File: src/rtl/pwm_multi_db_pkg.sv
// pwm_multi_db shared types and constants.
// Default geometry of the two-motor PWM block.
package pwm_multi_db_pkg;

    localparam int PWM_WIDTH    = 11;
    localparam int PWM_NCH      = 2;
    localparam int PWM_DT_WIDTH = 6;

    localparam logic [PWM_WIDTH-1:0] CNT_MAX = '1;

    typedef logic [PWM_WIDTH-1:0]    duty_t;
    typedef logic [PWM_DT_WIDTH-1:0] dt_t;
    typedef duty_t [PWM_NCH-1:0]     duty_arr_t;

    function automatic duty_t ch_duty(input duty_arr_t d, input int c);
        return d[c];
    endfunction

endpackage

File: src/rtl/pwm_multi_db_ch.sv
// pwm_db_ch: one PWM channel - raw compare flop, run-length counter
// and dead-time gated complementary high/low drive flops.
import pwm_multi_db_pkg::*;

module pwm_db_ch #(
    parameter int WIDTH    = PWM_WIDTH,
    parameter int DT_WIDTH = PWM_DT_WIDTH
) (
    input  logic                clk,
    input  logic                rst_n,
    input  logic                en_i,
    input  logic [WIDTH-1:0]    cnt_i,
    input  logic [WIDTH-1:0]    duty_i,
    input  logic [DT_WIDTH-1:0] dt_i,
    output logic                hi_o,
    output logic                lo_o
);

    localparam logic [DT_WIDTH-1:0] RUN_MAX = '1;

    logic                raw_q, raw_d;
    logic                hi_q, hi_d;
    logic                lo_q, lo_d;
    logic [DT_WIDTH-1:0] run_q, run_d;
    logic                settled;

    // Raw level, run length (saturating at the largest dead-time so a
    // dead-time increase still sees the true run) and gated drives
    always_comb begin
        raw_d   = en_i & (cnt_i < duty_i);
        settled = (run_q >= dt_i);
        hi_d    = en_i & raw_q & settled;
        lo_d    = en_i & ~raw_q & settled;
        run_d   = run_q;
        if (!en_i || (raw_d != raw_q)) begin
            run_d = '0;
        end else if (run_q != RUN_MAX) begin
            run_d = run_q + 1'b1;
        end
    end

    // Channel state registers; reset drops both drives at once
    always_ff @(posedge clk or negedge rst_n) begin
        if (!rst_n) begin
            raw_q <= 1'b0;
            run_q <= '0;
            hi_q  <= 1'b0;
            lo_q  <= 1'b0;
        end else begin
            raw_q <= raw_d;
            run_q <= run_d;
            hi_q  <= hi_d;
            lo_q  <= lo_d;
        end
    end

    assign hi_o = hi_q;
    assign lo_o = lo_q;

endmodule

File: src/rtl/pwm_multi_db.sv
// pwm_multi_db: shared period counter and double-buffered duty and
// dead-time registers feeding one dead-time channel per motor.
import pwm_multi_db_pkg::*;

module pwm_multi_db #(
    parameter int WIDTH    = PWM_WIDTH,
    parameter int NCH      = PWM_NCH,
    parameter int DT_WIDTH = PWM_DT_WIDTH
) (
    input  logic                 clk,
    input  logic                 rst_n,
    input  logic                 en,
    input  logic [NCH*WIDTH-1:0] duty,
    input  logic [DT_WIDTH-1:0]  dt,
    input  logic                 duty_ld,
    output logic                 duty_pend,
    output logic                 period_start,
    output logic [NCH-1:0]       pwm_hi,
    output logic [NCH-1:0]       pwm_lo
);

    localparam logic [WIDTH-1:0] LAST = '1;

    logic [WIDTH-1:0]     cnt_q, cnt_d;
    logic [NCH*WIDTH-1:0] pnd_duty_q, pnd_duty_d;
    logic [NCH*WIDTH-1:0] act_duty_q, act_duty_d;
    logic [DT_WIDTH-1:0]  pnd_dt_q, pnd_dt_d;
    logic [DT_WIDTH-1:0]  act_dt_q, act_dt_d;
    logic                 pend_q, pend_d;
    logic                 bnd;

    // Counter advance; a strobe on the boundary clock goes straight
    // through to active because pending already holds it here
    always_comb begin
        cnt_d      = en ? cnt_q + 1'b1 : '0;
        bnd        = ~en | (cnt_q == LAST);
        pnd_duty_d = duty_ld ? duty : pnd_duty_q;
        pnd_dt_d   = duty_ld ? dt : pnd_dt_q;
        act_duty_d = act_duty_q;
        act_dt_d   = act_dt_q;
        pend_d     = pend_q | duty_ld;
        if (bnd) begin
            act_duty_d = pnd_duty_d;
            act_dt_d   = pnd_dt_d;
            pend_d     = 1'b0;
        end
    end

    // Period counter and double-buffer registers
    always_ff @(posedge clk or negedge rst_n) begin
        if (!rst_n) begin
            cnt_q      <= '0;
            pnd_duty_q <= '0;
            act_duty_q <= '0;
            pnd_dt_q   <= '0;
            act_dt_q   <= '0;
            pend_q     <= 1'b0;
        end else begin
            cnt_q      <= cnt_d;
            pnd_duty_q <= pnd_duty_d;
            act_duty_q <= act_duty_d;
            pnd_dt_q   <= pnd_dt_d;
            act_dt_q   <= act_dt_d;
            pend_q     <= pend_d;
        end
    end

    assign duty_pend    = pend_q;
    assign period_start = en & (cnt_q == '0);

    for (genvar c = 0; c < NCH; c++) begin : g_ch
        pwm_db_ch #(
            .WIDTH    (WIDTH),
            .DT_WIDTH (DT_WIDTH)
        ) u_ch (
            .clk    (clk),
            .rst_n  (rst_n),
            .en_i   (en),
            .cnt_i  (cnt_q),
            .duty_i (act_duty_q[c*WIDTH +: WIDTH]),
            .dt_i   (act_dt_q),
            .hi_o   (pwm_hi[c]),
            .lo_o   (pwm_lo[c])
        );
    end

endmodule
File: config.mk
export PLATFORM = sky130hd
export DESIGN_NAME = pwm_multi_db
export DESIGN_NICKNAME = d
export VERILOG_FILES = /design/src/rtl/pwm_multi_db_pkg.sv /design/src/rtl/pwm_multi_db_ch.sv /design/src/rtl/pwm_multi_db.sv
export SDC_FILE = /design/constraint.sdc
export NUM_CORES = 1
export LEC_CHECK = 0
export CORE_MARGIN = 5
export CORE_UTILIZATION = 50
export DETAILED_ROUTE_END_ITERATION = 8
export GPL_TIMING_DRIVEN = 0
export PLACE_DENSITY_LB_ADDON = 0.08
export SLEW_MARGIN = 20
export SYNTH_ARGS = -nofsm -noshare
export SYNTH_HDL_FRONTEND = slang
export SYNTH_SLANG_ARGS = --single-unit
File: constraint.sdc
create_clock -name clk -period 2 [get_ports clk]
set_clock_uncertainty 0.15 [all_clocks]
set_input_delay 0.6 -clock clk [delete_from_list [all_inputs] [get_ports clk]]
set_output_delay 0.6 -clock clk [all_outputs]
set_load 0.02 [all_outputs]
==> impl.org, run 1 <==
** Setup path
- For the worst setup path, the data required time is between 1 and 1.5 ns.
- Buffers & Inverters on Critical Path :: 1
- The worst setup path is captured at an output pin.
- In this design, the stage delay of the slowest critical-path cell is 0.44 ns.
- Path type of the worst setup path :: flop to output pin
- Crit start category :: flop
- Delay-heaviest family, CP :: simple AND/OR/NAND/NOR gates
- Traced cell by cell, the critical path runs through nor4_2 -> nand4_1 -> nor4_4 -> buf_4.
- In this run the worst path has a maximum fanout of 2.
- Data arrival time of the worst path :: 1.62 ns
- For this design, the slowest cell found on the critical path is sky130_fd_sc_hd__dfrtp_2.

** Cells and area
- Antenna Cells :: 0
- Cells with a size suffix above 1 make up 29.17% of the layout.
- Fill cell instance count of the final layout :: 663
- The net count of the finished layout is 519.
- Post-route design area :: 5725 um2
- In the final layout, the multi-input gates occupy 2391 um2.
- Synth-to-layout area growth :: 25.54%
- Across the whole layout, storage elements account for 2163 um2.

** Clock network
- Counting the buffers created by CTS gives 9.
- Number of H-tree levels :: 3
- Clock tree root buffer cell :: sky130_fd_sc_hd__clkbuf_8
- Clock-pin slew was measured on the worst setup and hold paths at 0.09 ns.
- Clock latency on the worst-skew pair, taken at its later pin, is about 0.35 ns.
- The clock net in this run drives a total of 86 sinks.
- Clock tree from TritonCTS :: done
- In this run the deepest clock path goes through 2 buffers.

** GRT
- The number of global-route vias before repair came to 3,152.
- Total routing usage reported by global routing :: 17.46%
- The first global-routing pass estimated 15,630 um of wire.
- Entering global routing, the biggest net connects 51 pins.
- Antenna violations before repair :: 0
- Overflow after GRT :: 0

** Power and ir drop
- Leak pwr :: 0.002723 uW
- Power density relative to cell area :: 686.7 nW/um2
- IR drop worst, VDD :: 590.4 uV

** Synthesis
- Async set or reset register ratio after synthesis :: 100.0%
- Counting every instance in the synthesized netlist gives ~380.
- Post-synthesis net count :: about 450
- In the synthesized netlist, the cells that appear most often are sky130_fd_sc_hd__dfrtp_1 (86), sky130_fd_sc_hd__mux2_2 (48), sky130_fd_sc_hd__ha_1 (36).
- In the post-synthesis netlist, the biggest area contributors are sky130_fd_sc_hd__dfrtp_1 (47%), sky130_fd_sc_hd__mux2_2 (12%), sky130_fd_sc_hd__ha_1 (9.9%), sky130_fd_sc_hd__mux2_4 (3.0%), sky130_fd_sc_hd__mux2i_1 (2.6%).
- The largest total area in the synthesized netlist belongs to sky130_fd_sc_hd__dfrtp_1.
- Sequential cells were found to cover 47.19% of the synthesized design area.
- In the synthesized netlist the dominant register cell turns out to be sky130_fd_sc_hd__dfrtp_1.
- The mapped netlist covers roughly 4600 um2.
- Counting distinct cell types in the post-synthesis netlist gives between 40 and 50.
- The top cell type by area accounts for 47.19% of the synthesized area.
- Syn. warnings :: 0
- Post-synth EDFFs :: 0
- Mean instance size in the synthesized netlist :: 11.88 um2
- In this run, synthesis produced a sequential element count of 86.
- In the post-synthesis netlist, the cell with the most instances is sky130_fd_sc_hd__dfrtp_1.

** Route
- After detailed routing, the number of vias per cell comes to between 5 and 6.
- The first detailed-routing pass took 4 iterations.
- For this block, the initial DRC count from the detailed router was 105.
- Uppermost routed layer :: met4
- Wire length the detailed router placed on met1 :: 4539 um
- Antenna Nets Post-Route :: 0
- Summed over all layers, the routed wires come to 9036 um.
- Met3 routed WL :: 259 um
- Wire length on met2 :: 4132 um
- After detailed routing, the average wire length per cell comes to roughly 16 um.
- Across all layers, the routed design uses about 3k vias.
- Final routed DRC violation total :: 0

** STA
- Time the worst path needs with I/O delays and setup :: 2.371 ns
- In the post-route analysis, the smallest setup slack over all paths is -0.3708 ns.
- Setup violations remaining at the end of the flow were counted as 32.
- The number of hold violations in the final report came to 0.
- Adding up every negative setup slack in the final design gives -3.656 ns.
- For the pin with the worst max-slew slack, the measured transition is 0.5684 ns.
- Pins over their slew limit :: 0
- Max Clock Freq :: 421.8 MHz
- Setup repair after global routing could not meet its margin everywhere.
- In this run the tightest slew margin relative to its limit is a little over 60%.
- Crit share post-route :: 118.5%

** Floorplan
- # IOs :: 38
- Once the floorplan was initialized, standard cells occupied 51.79% of the core.
- The die is 105.5 um wide.
- Std cell rows :: 34
- Die boundary height :: ~110 um
- In this run the standard cell core region covers 8806 um2.
- The die covers 11,130 um2.

** Place
- Once detailed placement completed, the half-perimeter wirelength came to 6225 um.
- Cell area after placement :: just over 5000 um2
- Final weighted congestion of routability-driven global placement :: a little under 0.8
- Port Buffers :: 36

** Job
- Maximum capacitance violations :: 0

** Run status
- Violated checks :: negative setup slack
- Status :: complete, but fails checks

** Hold path
- The path class of the tightest hold or removal check is primary input to asynchronous set/reset pin.
final cells by class:
class                           count  share of cell area, %
Clock inverter                      4                 0.9615
Clock buffer                       12                  2.535
Sequential cell                    86                  37.78
Multi-Input combinational cell    254                  41.76
Buffer                             12                  1.814
Timing Repair Buffer               56                  10.69
Inverter                           32                  2.098
Tap cell                          108                  2.360
final timing paths:
path                       slack [ns]                         start  depth (start not counted)                           endpoint
min in group clk                 0.35  g_ch[1].u_ch.raw_q$_DFF_PN0_                          1        g_ch[1].u_ch.lo_o$_DFF_PN0_
max reg2reg                     -0.21            cnt_q[8]$_DFF_PN0_                          9  g_ch[0].u_ch.run_q[4]$_DFFE_PN0P_
min reg2reg                      0.35  g_ch[1].u_ch.raw_q$_DFF_PN0_                          1        g_ch[1].u_ch.lo_o$_DFF_PN0_
min                              0.05                         rst_n                          1           pnd_duty_q[14]$_DFF_PN0_
max in group asynchronous        1.02                         rst_n                          2                 cnt_q[0]$_DFF_PN0_
max                             -0.37            cnt_q[8]$_DFF_PN0_                          4                       period_start
power breakdown:
group          leakage [uW]  internal [uW]  switching, uW
combinational       0.00158            399            311
sequential          0.00105           1890           85.8
clock             0.0000972            620            623
metrics by stage:
step           std cells  util, %  setup WS (ns)  power (uW)  hold WS [ns]
6_report             564    65.02        -0.3708        3932       0.04927
3_5_place_dp         529    58.13         -1.245        2630        0.3314
5_1_grt              564    65.02        -0.4956        4136       0.07753
2_1_floorplan        384        -       -0.01669        2403        0.1544
3_3_place_gp         528    57.84         -3.244        2595        0.3268
4_1_cts              558    63.57        -0.3759        3944       0.05214
layer usage:
metal  global-route usage [%]  up-vias
li1                         -     1503
met1                    24.61     1507
met2                    27.19       39
met3                    4.034       10
met4                    4.903        0
met5                        0        -
logic make-up after synthesis:
logic type / synth area share (%)
compound gates: 7.874
buf+inv: 4.582
fa+ha+maj: 9.876
flops: 47.19
xor+xnor: 1.728
mux: 17.45
simple gates: 11.30
worst reg2reg max path, delay by kind of cell (launching register included):
family,cells,cell delay (ns)
AO/OA/AOI/OAI,1,0.29
adder cells (fa/ha/maj),1,0.23
multiplexers,1,0.18
buffers and inverters,4,0.53
AND/OR/NAND/NOR,2,0.31
flip-flops,1,0.44
flip-flops by register name, indices dropped and copies added (netlist names):
signal and count:
act_duty_q 22, pnd_duty_q 22, g_ch.u_ch.run_q 12, cnt_q 11, act_dt_q 6, pnd_dt_q 6
g_ch.u_ch.hi_o 2, g_ch.u_ch.lo_o 2, g_ch.u_ch.raw_q 2, duty_pend 1
cell usage in the layout, fill, tap and decap left out, types with 7 or more instances in the layout:
cell,n
sky130_fd_sc_hd__mux2_2,29
sky130_fd_sc_hd__dfrtp_2,9
sky130_fd_sc_hd__dfrtp_1,77
sky130_fd_sc_hd__and2_1,10
sky130_fd_sc_hd__nor2b_1,9
sky130_fd_sc_hd__clkbuf_8,11
sky130_fd_sc_hd__buf_4,13
sky130_fd_sc_hd__a21o_1,7
sky130_fd_sc_hd__xnor2_1,7
sky130_fd_sc_hd__and3_1,7
sky130_fd_sc_hd__ha_1,31
sky130_fd_sc_hd__inv_1,32
sky130_fd_sc_hd__o211ai_1,7
sky130_fd_sc_hd__clkdlybuf4s50_1,28
sky130_fd_sc_hd__buf_6,9
sky130_fd_sc_hd__nand2_1,15
sky130_fd_sc_hd__o21ai_0,12
sky130_fd_sc_hd__mux2_4,28
sky130_fd_sc_hd__nand3_1,16
sky130_fd_sc_hd__mux2i_1,12
what timing repair did:
action | in CTS | in global routing
resized for setup | 41 | 21
hold buffers | 0 | 0
setup endpoints to repair | 48 | 42
pin swaps | 8 | 6
endpoints found under the hold margin | 0 | 0
setup buffers | 14 | 6
gates cloned | 0 | 1
(Power assumes the default switching activity.)
==> run 2, diff against run 1 <==
--- a/config.mk
+++ b/config.mk
@@ -5,8 +5,10 @@
 export SDC_FILE = /design/constraint.sdc
 export NUM_CORES = 1
 export LEC_CHECK = 0
+export CELL_PAD_IN_SITES_DETAIL_PLACEMENT = 0
+export CELL_PAD_IN_SITES_GLOBAL_PLACEMENT = 1
 export CORE_MARGIN = 5
-export CORE_UTILIZATION = 50
+export CORE_UTILIZATION = 43
 export DETAILED_ROUTE_END_ITERATION = 8
 export GPL_TIMING_DRIVEN = 0
 export PLACE_DENSITY_LB_ADDON = 0.08
==> run 2 against run 1 <==
Effect of this change: die area rose by 15%; critical endpoint unchanged; setup slack better by 0.065 ns; core utilization shrank 9.0 points; non-clock buffer count rose by 4; first-iteration DRC count increased by 25%; worst hold slack got worse by 0.029 ns; sequential share of layout area decreased by 0.35 points; via count up 0.13%; highest routed layer unchanged; critical path depth did not move; total power shrank 4.7%; the flow still finishes with violations (negative setup slack).
==> impl.org, run 2 (same netlist as run 1, synthesis figures left out) <==
** STA
- Total count of hold-check failures in the final report :: 0
- Counting I/O delays and the setup requirement, the final critical path takes between 2 and 2.5 ns.
- In the post-route analysis, the smallest setup slack over all paths is -0.3059 ns.
- Worst slew slack as a fraction of its limit :: 63.09%
- Crit share post-route :: 115.3%
- For the pin with the worst max-slew slack, the measured transition is 0.5537 ns.
- Setup repair after global routing could not meet its margin everywhere.
- Final setup violating endpoints :: between 40 and 50
- Total negative slack for setup checks :: -4.770 ns
- Pins over their slew limit :: 0
- Max Clock Freq :: ~430 MHz

** Route
- The final route contains 3,063 vias.
- Dividing the detail-routed wire length by the instance count gives 15.31 um.
- Via density per instance :: approximately 5
- The count of nets left with antenna violations once routing finished came out at 0.
- For this run, the detailed router's first-pass iteration total came to 4.
- After the first detailed-routing iteration, the DRC count stood at ~130.
- In the routed design, unresolved DRC markers number 0.
- Final wirelength :: 9123 um

** Clock network
- Post-CTS Hold Buffers :: 0
- The clock passes through at most 2 buffers.
- At the later pin of the worst-skew pair, clock insertion delay measures 0.37 ns.
- Clock-pin slew was measured on the worst setup and hold paths at 0.08 ns.
- In this run the clock root is driven by a sky130_fd_sc_hd__clkbuf_8.
- Number of clock buffers inserted by TritonCTS :: 9
- CTS saw 86 sinks.
- Clock tree from TritonCTS :: done
- Number of H-tree levels :: 3

** Setup path
- Crit start category :: flop
- The worst setup path is captured at an output pin.
- Data arrival time of the worst path :: 1.56 ns
- Buffers & Inverters on Critical Path :: 1
- Delay-heaviest family, CP :: simple AND/OR/NAND/NOR gates
- Delay of the slowest cell on the worst path :: 0.44 ns
- Largest fanout on the critical path :: 2
- The setup path with the least slack is of type flop to output pin.
- Crit path cell chain :: nor4_2 -> nand4_1 -> nor4_4 -> buf_4
- Cell type of the slowest stage on the worst timing path :: sky130_fd_sc_hd__dfrtp_2
- Data on the critical path is required at its endpoint by 1.25 ns.

** Power and ir drop
- Total power :: between 3000 and 4000 uW
- Power spread over the standard cell area amounts to 648.3 nW/um2.
- The analysis attributes to cell leakage a power of 0.002732 uW.
- IR drop worst, VDD :: 432.1 uV

** Floorplan
- 38 I/O pins were placed.
- For this configuration, the core starts out at a cell density of between 40% and 50%.
- Core area :: 10,320 um2
- The die covers 12,770 um2.
- Row generation in the floorplan step produced 37 rows.
- The die is 113.0 um tall.
- Die width :: approximately 110 um

** Cells and area
- After filler insertion, the fill cell instance count of the layout stands at 893.
- Fraction of layout instances using a drive strength above 1 :: 30.00%
- Number of nets in the final layout :: 523
- The library cells used most frequently in the layout, excluding fill and tap cells, are sky130_fd_sc_hd__dfrtp_1 (76), sky130_fd_sc_hd__inv_1 (32), sky130_fd_sc_hd__ha_1 (30), sky130_fd_sc_hd__mux2_2 (29).
- The largest registers in the layout are act_duty_q (22), pnd_duty_q (22), g_ch.u_ch.run_q (12).
- The library cell used most frequently in the layout, excluding fill and tap cells, is sky130_fd_sc_hd__dfrtp_1.
- From synthesis to final layout, the design area changed by 26.78%.
- Post-layout instance count excluding filler cells :: 596
- The number of antenna diodes in the final layout is 0.

** GRT
- Global routing used 15.80% of the available tracks.
- Largest net degree at the start of global routing :: 57
- The total overflow left after global routing is 0.
- Antenna violations before repair :: 0
- The number of global-route vias before repair was between 3k and 4k.
- First-pass GRT wire length :: 15,920 um

** Run status
- Status :: complete, but fails checks
- The final reports fail on negative setup slack.

** Place
- Cell total after placement :: 557
- Port Buffers :: 36
- Routability-driven placement finished with a final weighted congestion of 0.7899.
- Detailed-placement wirelength estimate :: 6263 um

** Hold path
- The tightest min-delay check is of the primary input to asynchronous set/reset pin type.

** Job
- Maximum capacitance violations :: 0
run 2: cell count changes in the layout (fill, tap and decap cells not counted), sizes merged:
cell	previous run	this run
clkbuf	17	18
clkinv	1	2
bufinv	1	0
inv	33	32
buf	29	34
clkinvlp	1	0
run 2: cell type report:
type | count | area, um2 | area share, %
buffer | 12 | 112.6 | 1.948
clock buffer | 14 | 142.6 | 2.467
clock inverter | 2 | 10.01 | 0.1731
inverter | 32 | 120.1 | 2.077
multi-input combinational | 254 | 2409 | 41.66
sequential | 86 | 2165 | 37.44
tap | 136 | 170.2 | 2.943
timing repair buffer | 60 | 653.1 | 11.30
run 2: where the power goes:
part / total, uW / leakage, uW / switching (uW) / internal (uW)
registers: 1980 / 0.00105 / 82.8 / 1890
logic: 728 / 0.00161 / 318 / 410
clock network: 1040 / 0.0000784 / 594 / 450
total: 3750 / 0.00273 / 994 / 2750
run 2: worst reg2reg max path, delay by kind of cell (launching register included):
| kind | cells | cell delay, ns |
|---|---|---|
| AOI/OAI and AO/OA | 1 | 0.21 |
| DFF | 1 | 0.40 |
| muxes | 1 | 0.30 |
| buffers and inverters | 6 | 0.69 |
| and+or+nand+nor | 2 | 0.31 |
run 2: per-stage QoR:
| step | utilization (%) | hold slack, ns | worst slack, ns | instance area (um2) |
|---|---|---|---|---|
| final | 56.01 | 0.01998 | -0.3059 | 5782 |
| after floorplan | - | 0.1544 | -0.01669 | 4598 |
| after global routing | 56.01 | 0.04017 | -0.4602 | 5782 |
| after detailed placement | 49.92 | 0.3291 | -1.256 | 5154 |
| after CTS | 55.05 | 0.007421 | -0.3530 | 5683 |
| after global placement | 49.68 | 0.3201 | -3.343 | 5129 |
run 2: final timing paths:
check                      cells after the start                     endpoint                          from  slack [ns]
max                                            4                 period_start            cnt_q[6]$_DFF_PN0_       -0.31
min                                            1     pnd_duty_q[14]$_DFF_PN0_                         rst_n        0.02
max reg2reg                                   10   act_duty_q[14]$_DFFE_PN0N_            cnt_q[6]$_DFF_PN0_       -0.18
min reg2reg                                    1  g_ch[1].u_ch.lo_o$_DFF_PN0_  g_ch[1].u_ch.raw_q$_DFF_PN0_        0.34
max in group asynchronous                      2           cnt_q[2]$_DFF_PN0_                         rst_n        1.06
min in group clk                               1  g_ch[1].u_ch.lo_o$_DFF_PN0_  g_ch[1].u_ch.raw_q$_DFF_PN0_        0.34
run 2: timing repair:
action	4_1_cts	5_1_grt
endpoints found under the setup margin	48	41
setup buffers	18	6
resized for setup	50	19
gates cloned	1	0
pin swaps	11	2
run 2: routing by layer:
metal	GRT usage (%)	share of wire [%]	up-vias
li1	-	-	1512
met1	22.31	51	1497
met2	23.22	44	40
met3	4.439	3.4	14
met4	5.769	1.6	0
met5	0	0	-
==> run 3, diff against run 2 <==
--- a/config.mk
+++ b/config.mk
@@ -9,6 +9,7 @@
 export CELL_PAD_IN_SITES_GLOBAL_PLACEMENT = 1
 export CORE_MARGIN = 5
 export CORE_UTILIZATION = 43
+export CTS_CLUSTER_DIAMETER = 100
 export DETAILED_ROUTE_END_ITERATION = 8
 export GPL_TIMING_DRIVEN = 0
 export PLACE_DENSITY_LB_ADDON = 0.08
==> results of run 3 <==
The final DEF is identical to that of run 2; final timing and power are the same.
